### config.mk
export PLATFORM = sky130hd
export DESIGN_NAME = sap_fetch_unit
export DESIGN_NICKNAME = d
export VERILOG_FILES = /design/src/rtl/sap_fetch_unit.sv
export SDC_FILE = /design/constraint.sdc
export NUM_CORES = 1
export LEC_CHECK = 0
export CAP_MARGIN = 0
export CORE_MARGIN = 5
export CORE_UTILIZATION = 42
export DETAILED_ROUTE_END_ITERATION = 8
export GPL_TIMING_DRIVEN = 0
export PLACE_DENSITY_LB_ADDON = 0.3
export SYNTH_ARGS = -nofsm -noshare
export SYNTH_HDL_FRONTEND = slang
export SYNTH_SLANG_ARGS = --single-unit
### constraint.sdc
create_clock -name clk -period 1.51 [get_ports clk]
set_input_delay 0.2265 -clock clk [delete_from_list [all_inputs] [get_ports clk]]
set_output_delay 0.2265 -clock clk [all_outputs]
set_load 0.005 [all_outputs]
### src/rtl/sap_fetch_unit.sv
// -----------------------------------------------------------------------------
// sap_fetch_unit
//
// Fetch-side register stage of the SAP computer. Holds the program counter,
// the memory address register and the instruction register, and hands the IR
// opcode field to the instruction decoder. Acts on the decoder strobes and
// drives either the PC or the IR operand onto the shared bus when selected.
// A fetched HALT opcode freezes all registers until reset. Retired IR loads
// are counted in a saturating counter.
//
// Ports:
//   clk        in   system clock, rising edge
//   rst_n      in   asynchronous active-low reset
//   inc_PC     in   increment PC this edge
//   ld_PC      in   load PC from bus_in (jump); wins over inc_PC
//   ld_MAR     in   load MAR from bus_in
//   ld_IR      in   load IR from bus_in
//   ld_bus     in   bus source select (1 = PC, 2 = IR operand)
//   bus_in     in   shared bus value
//   bus_out    out  value driven by this block (combinational)
//   bus_oe     out  bus_out valid / block owns bus (combinational)
//   mem_addr   out  MAR contents to RAM
//   opcode     out  IR opcode field
//   operand    out  IR operand field
//   pc         out  current PC
//   halted     out  HALT latched
//   ir_valid   out  IR loaded at least once since reset
//   fetch_cnt  out  number of IR loads, saturating at 255
// -----------------------------------------------------------------------------
module sap_fetch_unit #(
    parameter int         ADDR_W = 4,
    parameter int         DATA_W = 8,
    parameter logic [2:0] HLT_OP = 3'b111
) (
    input  logic              clk,
    input  logic              rst_n,
    input  logic              inc_PC,
    input  logic              ld_PC,
    input  logic              ld_MAR,
    input  logic              ld_IR,
    input  logic [2:0]        ld_bus,
    input  logic [DATA_W-1:0] bus_in,
    output logic [DATA_W-1:0] bus_out,
    output logic              bus_oe,
    output logic [ADDR_W-1:0] mem_addr,
    output logic [2:0]        opcode,
    output logic [ADDR_W-1:0] operand,
    output logic [ADDR_W-1:0] pc,
    output logic              halted,
    output logic              ir_valid,
    output logic [7:0]        fetch_cnt
);

    localparam logic [2:0] BUS_SEL_PC      = 3'd1;
    localparam logic [2:0] BUS_SEL_OPERAND = 3'd2;

    logic [DATA_W-1:0] ir_q;
    logic [ADDR_W-1:0] mar_q;

    // Register stage. Once halted, every strobe is ignored and all registers
    // hold; only rst_n brings the block back.
    always_ff @(posedge clk or negedge rst_n) begin
        if (!rst_n) begin
            pc        <= '0;
            mar_q     <= '0;
            ir_q      <= '0;
            halted    <= 1'b0;
            ir_valid  <= 1'b0;
            fetch_cnt <= '0;
        end else if (!halted) begin
            // A jump overrides the sequential increment.
            if (ld_PC) begin
                pc <= bus_in[ADDR_W-1:0];
            end else if (inc_PC) begin
                pc <= pc + 1'b1;
            end

            if (ld_MAR) begin
                mar_q <= bus_in[ADDR_W-1:0];
            end

            if (ld_IR) begin
                ir_q     <= bus_in;
                ir_valid <= 1'b1;
                if (fetch_cnt != 8'hFF) begin
                    fetch_cnt <= fetch_cnt + 8'd1;
                end
                // HALT takes effect on the same edge that loads it.
                if (bus_in[DATA_W-1 -: 3] == HLT_OP) begin
                    halted <= 1'b1;
                end
            end
        end
    end

    assign mem_addr = mar_q;
    assign opcode   = ir_q[DATA_W-1 -: 3];
    assign operand  = ir_q[ADDR_W-1:0];

    // Bus handshake: bus_oe is the valid qualifier for bus_out. There is no
    // ready/back-pressure; when bus_oe is high the value on bus_out is the
    // block's contribution to the bus for this cycle, and when bus_oe is low
    // bus_out is held at zero. Still honoured while halted.
    always_comb begin
        bus_out = '0;
        bus_oe  = 1'b0;
        case (ld_bus)
            BUS_SEL_PC: begin
                bus_out = {{(DATA_W-ADDR_W){1'b0}}, pc};
                bus_oe  = 1'b1;
            end
            BUS_SEL_OPERAND: begin
                bus_out = {{(DATA_W-ADDR_W){1'b0}}, operand};
                bus_oe  = 1'b1;
            end
            default: begin
                bus_out = '0;
                bus_oe  = 1'b0;
            end
        endcase
    end

endmodule
==> impl_results.md, run 1 <==
- Detailed-route DRC error count: 0
- Port bufs: 44
- Max-slew headroom: 27.01%
- Routed wire per std cell: 13.97 um
- Global route overflow: 0
- Vias: 1159
- Vias in the first global route: 1273
- Row count: 19
- Largest net degree at the start of global routing: 26
- Syn_area_per_cell: approximately 10 um2
- Static leakage: 0.9722 nW
- Hpwl dp: 2305 um
- Clk Latency, worst-skew pair: 0.30 ns
- Met2 Routed Length: 1634 um
- I/O Pins: 51
- Root buffer cell: clkbuf_4
- Worst path bufs/invs: 1
- Share of the synthesized area in the top cell type: 51.02%
- Most common cell after layout, fill and taps aside: nand2_1
- Pins over their slew limit: 0
- Cell count after synthesis: between 100 and 150
- Top delay family on crit path: buffers and inverters
- Reg2Reg Depth: 6
- Gp weighted congestion: about 0.83
- Placed cells: 203
- CTS buffer count: 3
- Post-Place Setup Slack: -0.5068 ns
- Initial DRC count: 24
- CP max stage delay: 0.52 ns
- Final worst slack: between 0.05 and 0.06 ns
- Syn. warnings: 0
- Die ar.: 0.004100 mm2
- Crit path required time: 1.28 ns
- Vias/cell: 5.083
- Global-route wire length before repair: ~5500 um
- Critical path's slowest cell: clkdlybuf4s50_1
- Routed metal-1 wirelength: 1309 um
- Post-synth top area cell: dfrtp_1
- Tcrit/Tclk final: 96.30%
- CTS Buffer Depth: 2
- ANT nets after route: 0
- Die H: 64.03 um
- Startpoint Class: register
- Power Density: 1404 mW/mm2
- Total GRT Usage: 16.19%
- Highest routed layer: met3
- F_max: slightly below 700 MHz
- Library cells used by synthesis: 30
- Die width: approximately 64 um
- Wire length on met3: 242 um
- R2R Path End: pc[1]$_DFFE_PN0P_
- Final setup fails: 0
- Initial antenna violation count: 0
- Number of antenna diodes: 0
- Crit. End Element: primary output
- Maxcap violations: 0
- Pre-antenna DRT Iters: 4
- Status: completed
- CTS tree: built
- Initial Util: 44.08%
- Pwr Total: 2.703 mW
- Crit path launch: fetch_cnt[7]$_DFFE_PN0P_
- Final setup TNS: 0 ns
- VDD IR max: 1.258 mV
- Minimum clock period after layout: 1.454 ns
- Sequential-to-total area share from yosys stat: 51.02%
- Core Region: about 0.0028 mm2
- Clock sink count: 25
- R2R setup slack: 0.09 ns
- Wirelength, routed: about 3200 um
- Area grow syn2layout: 57.04%
- Worst slew pin tran: 1.093 ns
- Critical Path AT: 1.23 ns
- Worst reg2reg path startpoint: pc[0]$_DFFE_PN0P_
- Hold Path Class: in2async
- Final Non-Filler Cells: around 230
- Final Hold Violating Endpoints: 0
- Most frequent cells in the layout: 27 x nand2_1, 26 x buf_4, 24 x dfrtp_1
- Register bit count reported by yosys: 25
- Worst Skew: 0.005684 ns
- Clk pin slew, worst setup/hold paths: 0.13 ns
- CP cell instances: clkdlybuf4s50_1
- Hold_buf cts: 0
- Layout cells sized above 1: 20.30%
- Fillers: 224
- Critical-path maximum fanout: 4
- Top post-synthesis cells by area: dfrtp_1 51%, nand2_1 8.3%, mux2_1 6.4%, a22oi_1 3.1%, buf_4 3.1%
- Worst Path Class, Setup: reg2out
- Post-Syn Area: 0.001226 mm2
- Htree depth: 1
- Final net count: 217
[where the power goes]
part,total [mW],switching [mW],internal (mW)
Clock,0.283,0.180,0.103
Combinational,1.34,0.512,0.824
Sequential,1.08,0.161,0.923
Total,2.70,0.853,1.85
[per-stage QoR]
| step | cell area [um2] | hold slack, ns | util (%) |
|---|---|---|---|
| 5_1_grt | 1926 | 0.2092 | 69.23 |
| 3_3_place_gp | 1717 | 0.4502 | 61.72 |
| 3_5_place_dp | 1717 | 0.4597 | 61.72 |
| 2_1_floorplan | 1237 | -0.06909 | - |
| 6_report | 1926 | 0.1101 | 69.23 |
| 4_1_cts | 1863 | 0.3187 | 66.98 |
[Yosys cell counts]
cell type	n
a21oi_1	6
a22oi_1	5
a32oi_1	1
a41o_1	1
and3_1	1
and3b_1	2
buf_2	1
buf_4	5
buf_6	1
clkbuf_1	1
conb_1	1
dfrtp_1	25
ha_1	2
inv_1	1
mux2_1	7
nand2_1	27
nand2b_1	3
nand3_1	2
nand4_1	4
nor2_1	10
nor2_4	1
nor2b_1	3
nor3_1	2
o21ai_0	1
o21ai_1	4
o21ai_2	1
o21bai_1	1
or2_1	2
xnor2_1	3
xor2_1	1
[final cells by class]
class,instances,area [um2],share of cell area [%]
Tap cell,31,38.79,2.014
Clock buffer,4,26.28,1.365
Timing Repair Buffer,65,591.8,30.73
Inverter,1,3.754,0.1949
Buffer,8,57.56,2.989
Sequential cell,25,626.9,32.55
Multi-Input combinational cell,94,580.6,30.15
[registers in the layout, indices dropped and copies added (netlist names)]
signal     cells
fetch_cnt      8
ir_q           7
mem_addr       4
pc             4
halted         1
ir_valid       1
[worst reg2reg max path: stages, from the launching register on]
cell and delay (ns):
dfrtp_1 0.41, buf_4 0.14, buf_4 0.14, ha_1 0.28, and3b_1 0.15, a21oi_1 0.12
o21ai_1 0.08
[layer usage]
metal	track usage (%)	vias to the layer above
li1	-	563
met1	18.67	557
met2	28.39	39
met3	5.254	0
met4	4.675	0
met5	0	-
[kinds of logic after synthesis]
group	Yosys count	synth area share, %
AO/OA/AOI/OAI	20	10.41
other	1	0.3058
AND/OR/NAND/NOR	57	21.94
XOR/XNOR	4	2.858
multiplexers	7	6.429
flip-flops	25	51.02
buffers and inverters	9	4.999
adder cells (fa/ha/maj)	2	2.040
[repair_timing]
| action | in CTS | in global routing |
|---|---|---|
| gates resized for setup | 22 | 10 |
| gates cloned | 0 | 0 |
| setup buffers | 16 | 5 |
| endpoints found under the hold margin | 0 | 0 |
| pin swaps | 1 | 1 |
| endpoints found under the setup margin | 11 | 13 |
[worst max path at each step]
| stage | end | slack [ns] | depth (start not counted) |
|---|---|---|---|
| 2_1_floorplan | fetch_cnt[6]$_DFFE_PN0P_ | 0.20 | 5 |
| 3_3_place_gp | bus_out[1] | -0.44 | 5 |
| 3_5_place_dp | bus_out[2] | -0.51 | 5 |
| 4_1_cts | fetch_cnt[3] | 0.002 | 1 |
| 5_1_grt | fetch_cnt[7] | -0.008 | 1 |
| 6_report | fetch_cnt[7] | 0.06 | 1 |
Power figures use the tool's default switching activity.
==> run 2: changes to the inputs <==
Settings changed: SKIP_CTS_REPAIR_TIMING from default to 1, SKIP_LAST_GASP from default to 1.
==> impl_results.md, run 2 (synthesis gave the netlist of run 1 again) <==
- Status: finished with violations
- Failing checks: setup timing
- Most common cell after layout, fill and taps aside: clkdlybuf4s50_1
- CTS buffer count: 3 (unchanged)
- Detailed-route DRC error count: 0 (unchanged)
- Placed cells: 203 (unchanged)
- Max reg flops: 8 (unchanged)
- Top delay family on crit path: buffers and inverters
- Layout cells sized above 1: 19.27% (-1.0 points)
- Top flop regs: fetch_cnt (8), ir_q (7)
- Final worst slack: -0.1313 ns (-0.1871 ns)
- Area grow syn2layout: 56.84%
- Pre-antenna DRT Iters: 4 (unchanged)
- Vias/cell: 5.139 (+1.1%)
- Area after DPL: 0.001717 mm2 (unchanged)
- Vias: 1146 (-1.1%)
- Die width: 64.03 um (unchanged)
- Initial DRC count: 28 (+17%)
- Gp weighted congestion: 0.8323 (unchanged)
- Root buffer cell: clkbuf_4
- VDD IR max: 1.296 mV (+3.0%)
- Vias in the first global route: 1113 (-13%)
- WHS: 0.3386 ns (+0.2285 ns)
- Grt peak-use layer: met2
- Largest Register: fetch_cnt
- Power Density: 1398 mW/mm2 (-0.40%)
- I/O Pins: 51 (unchanged)
- Final instance area: 0.001923 mm2 (-0.13%)
- Final setup fails: 1 (+1)
- Most frequent cells in the layout: 29 x clkdlybuf4s50_1, 27 x nand2_1, 21 x buf_4, 21 x dfrtp_1, 14 x dlymetal6s2s_1
- Startpoint Class: register
- Initial antenna violation count: 0 (unchanged)
- Met1 Usage GRT: 16.57% (-2.1 points)
- Port bufs: 44 (unchanged)
- Met3 GRT Util: 4.378% (-0.88 points)
- Core Region: 0.002781 mm2 (unchanged)
- Clk pin slew, worst setup/hold paths: 0.12 ns (about the same)
- Clk Latency, worst-skew pair: 0.30 ns (about the same)
- Htree depth: 1 (unchanged)
- Routed wire per std cell: 13.73 um (-1.8%)
- Worst Path Class, Setup: reg2out
- Final Hold Violating Endpoints: 0 (unchanged)
- CTS tree: built
- Hold Path Class: in2reg
- Clock sink count: 25 (unchanged)
- Minimum clock period after layout: 1.641 ns (+0.1871 ns)
- F_max: 609.3 MHz (-11%)
- Critical-path maximum fanout: 5 (+1)
- CP max stage delay: 0.51 ns (about the same)
- RSZ-0062 raised after global routing: true
- Critical path's slowest cell: clkdlybuf4s50_1
- Worst path bufs/invs: 1 (unchanged)
- Final Non-Filler Cells: 223 (-2.2%)
- CTS Buffer Depth: 2 (unchanged)
- Pins over their slew limit: 0 (unchanged)
- Maxcap violations: 0 (unchanged)
- Largest net degree at the start of global routing: 26 (unchanged)
- Global route overflow: 0 (unchanged)
- CP cell instances: a22oi_2, nor2_1, clkdlybuf4s50_1
- Number of antenna diodes: 0 (unchanged)
- Worst slew pin tran: 1.100 ns (+0.006728 ns)
- Row count: 19 (unchanged)
- Crit path required time: 1.28 ns (about the same)
- Post-Place Setup Slack: -0.5068 ns (unchanged)
- Worst Skew: 0.002084 ns (-0.003600 ns)
- Critical Path AT: 1.41 ns (+0.18 ns)
- Pwr Total: 2.688 mW (-0.53%)
- Final net count: 212 (-2.3%)
- Static leakage: 1.004 nW (+3.2%)
- ANT nets after route: 0 (unchanged)
- Max-slew headroom: 26.45% (-0.56 points)
- Met2 Use GR: 25.38% (-3.0 points)
- Hpwl dp: 2305 um (unchanged)
- Wirelength, routed: 3061 um (-3.9%)
- Global-route wire length before repair: 4836 um (-13%)
- Tcrit/Tclk final: 108.7% (+12 points)
- Initial Util: 44.08% (unchanged)
- Fillers: 222 (-0.89%)
- Die H: 64.03 um (unchanged)
- Die ar.: 0.004100 mm2 (unchanged)
- Crit. End Element: primary output
- Total GRT Usage: 14.18% (-2.0 points)
==> run 2: cell count changes in the layout (fill, tap and decap cells not counted) <==
cell,delta
buf_4,-5
dfrtp_1,-3
dlygate4sd2_1,-13
clkdlybuf4s50_1,+6
dlymetal6s2s_1,+8
dfrtp_2,+3
a22oi_1,+1
a22oi_2,-1
clkdlybuf4s15_1,-1
==> run 2: where the power goes <==
part	internal, mW	switching [mW]	total (mW)	leakage (nW)
clock	0.103	0.178	0.281	0.0150
combinational	0.831	0.461	1.29	0.693
sequential	0.929	0.186	1.12	0.296
total	1.86	0.825	2.69	1.00
==> run 2: path summary, 6_finish.rpt <==
kind | slack, ns | depth (start not counted) | startpoint | end
setup reg to reg | 0.10 | 6 | pc[0]$_DFFE_PN0P_ | pc[1]$_DFFE_PN0P_
hold / removal | 0.34 | 2 | ld_PC | pc[3]$_DFFE_PN0P_
max in group asynchronous | 0.28 | 1 | rst_n | pc[0]$_DFFE_PN0P_
min in group asynchronous | 0.50 | 1 | rst_n | ir_valid$_DFFE_PN0P_
setup / recovery | -0.13 | 3 | pc[2]$_DFFE_PN0P_ | bus_out[2]
hold reg to reg | 0.49 | 1 | ir_valid$_DFFE_PN0P_ | ir_valid$_DFFE_PN0P_
==> run 2: layout make-up <==
cell class / instances / area [um2] / area share (%)
Buffer: 8 / 57.56 / 2.993
Clock buffer: 4 / 26.28 / 1.366
Inverter: 1 / 3.754 / 0.1952
Multi-Input combinational cell: 94 / 575.6 / 29.93
Sequential cell: 25 / 630.6 / 32.79
Tap cell: 31 / 38.79 / 2.017
Timing Repair Buffer: 60 / 590.6 / 30.71
==> run 2: stage by stage <==
stage          setup TNS [ns]  utilization [%]
3_3_place_gp           -4.526            61.72
4_1_cts                -2.590            62.66
2_1_floorplan               0                -
3_5_place_dp           -5.903            61.72
5_1_grt               -0.2896            69.14
6_report              -0.1313            69.14
==> run 2: layer usage <==
| layer | routed length [um] | share of wire [%] |
|---|---|---|
| met2 | 1535 | 50 |
| met3 | 232 | 7.6 |
| met4 | 0 | 0 |
| met1 | 1294 | 42 |
| met5 | 0 | 0 |
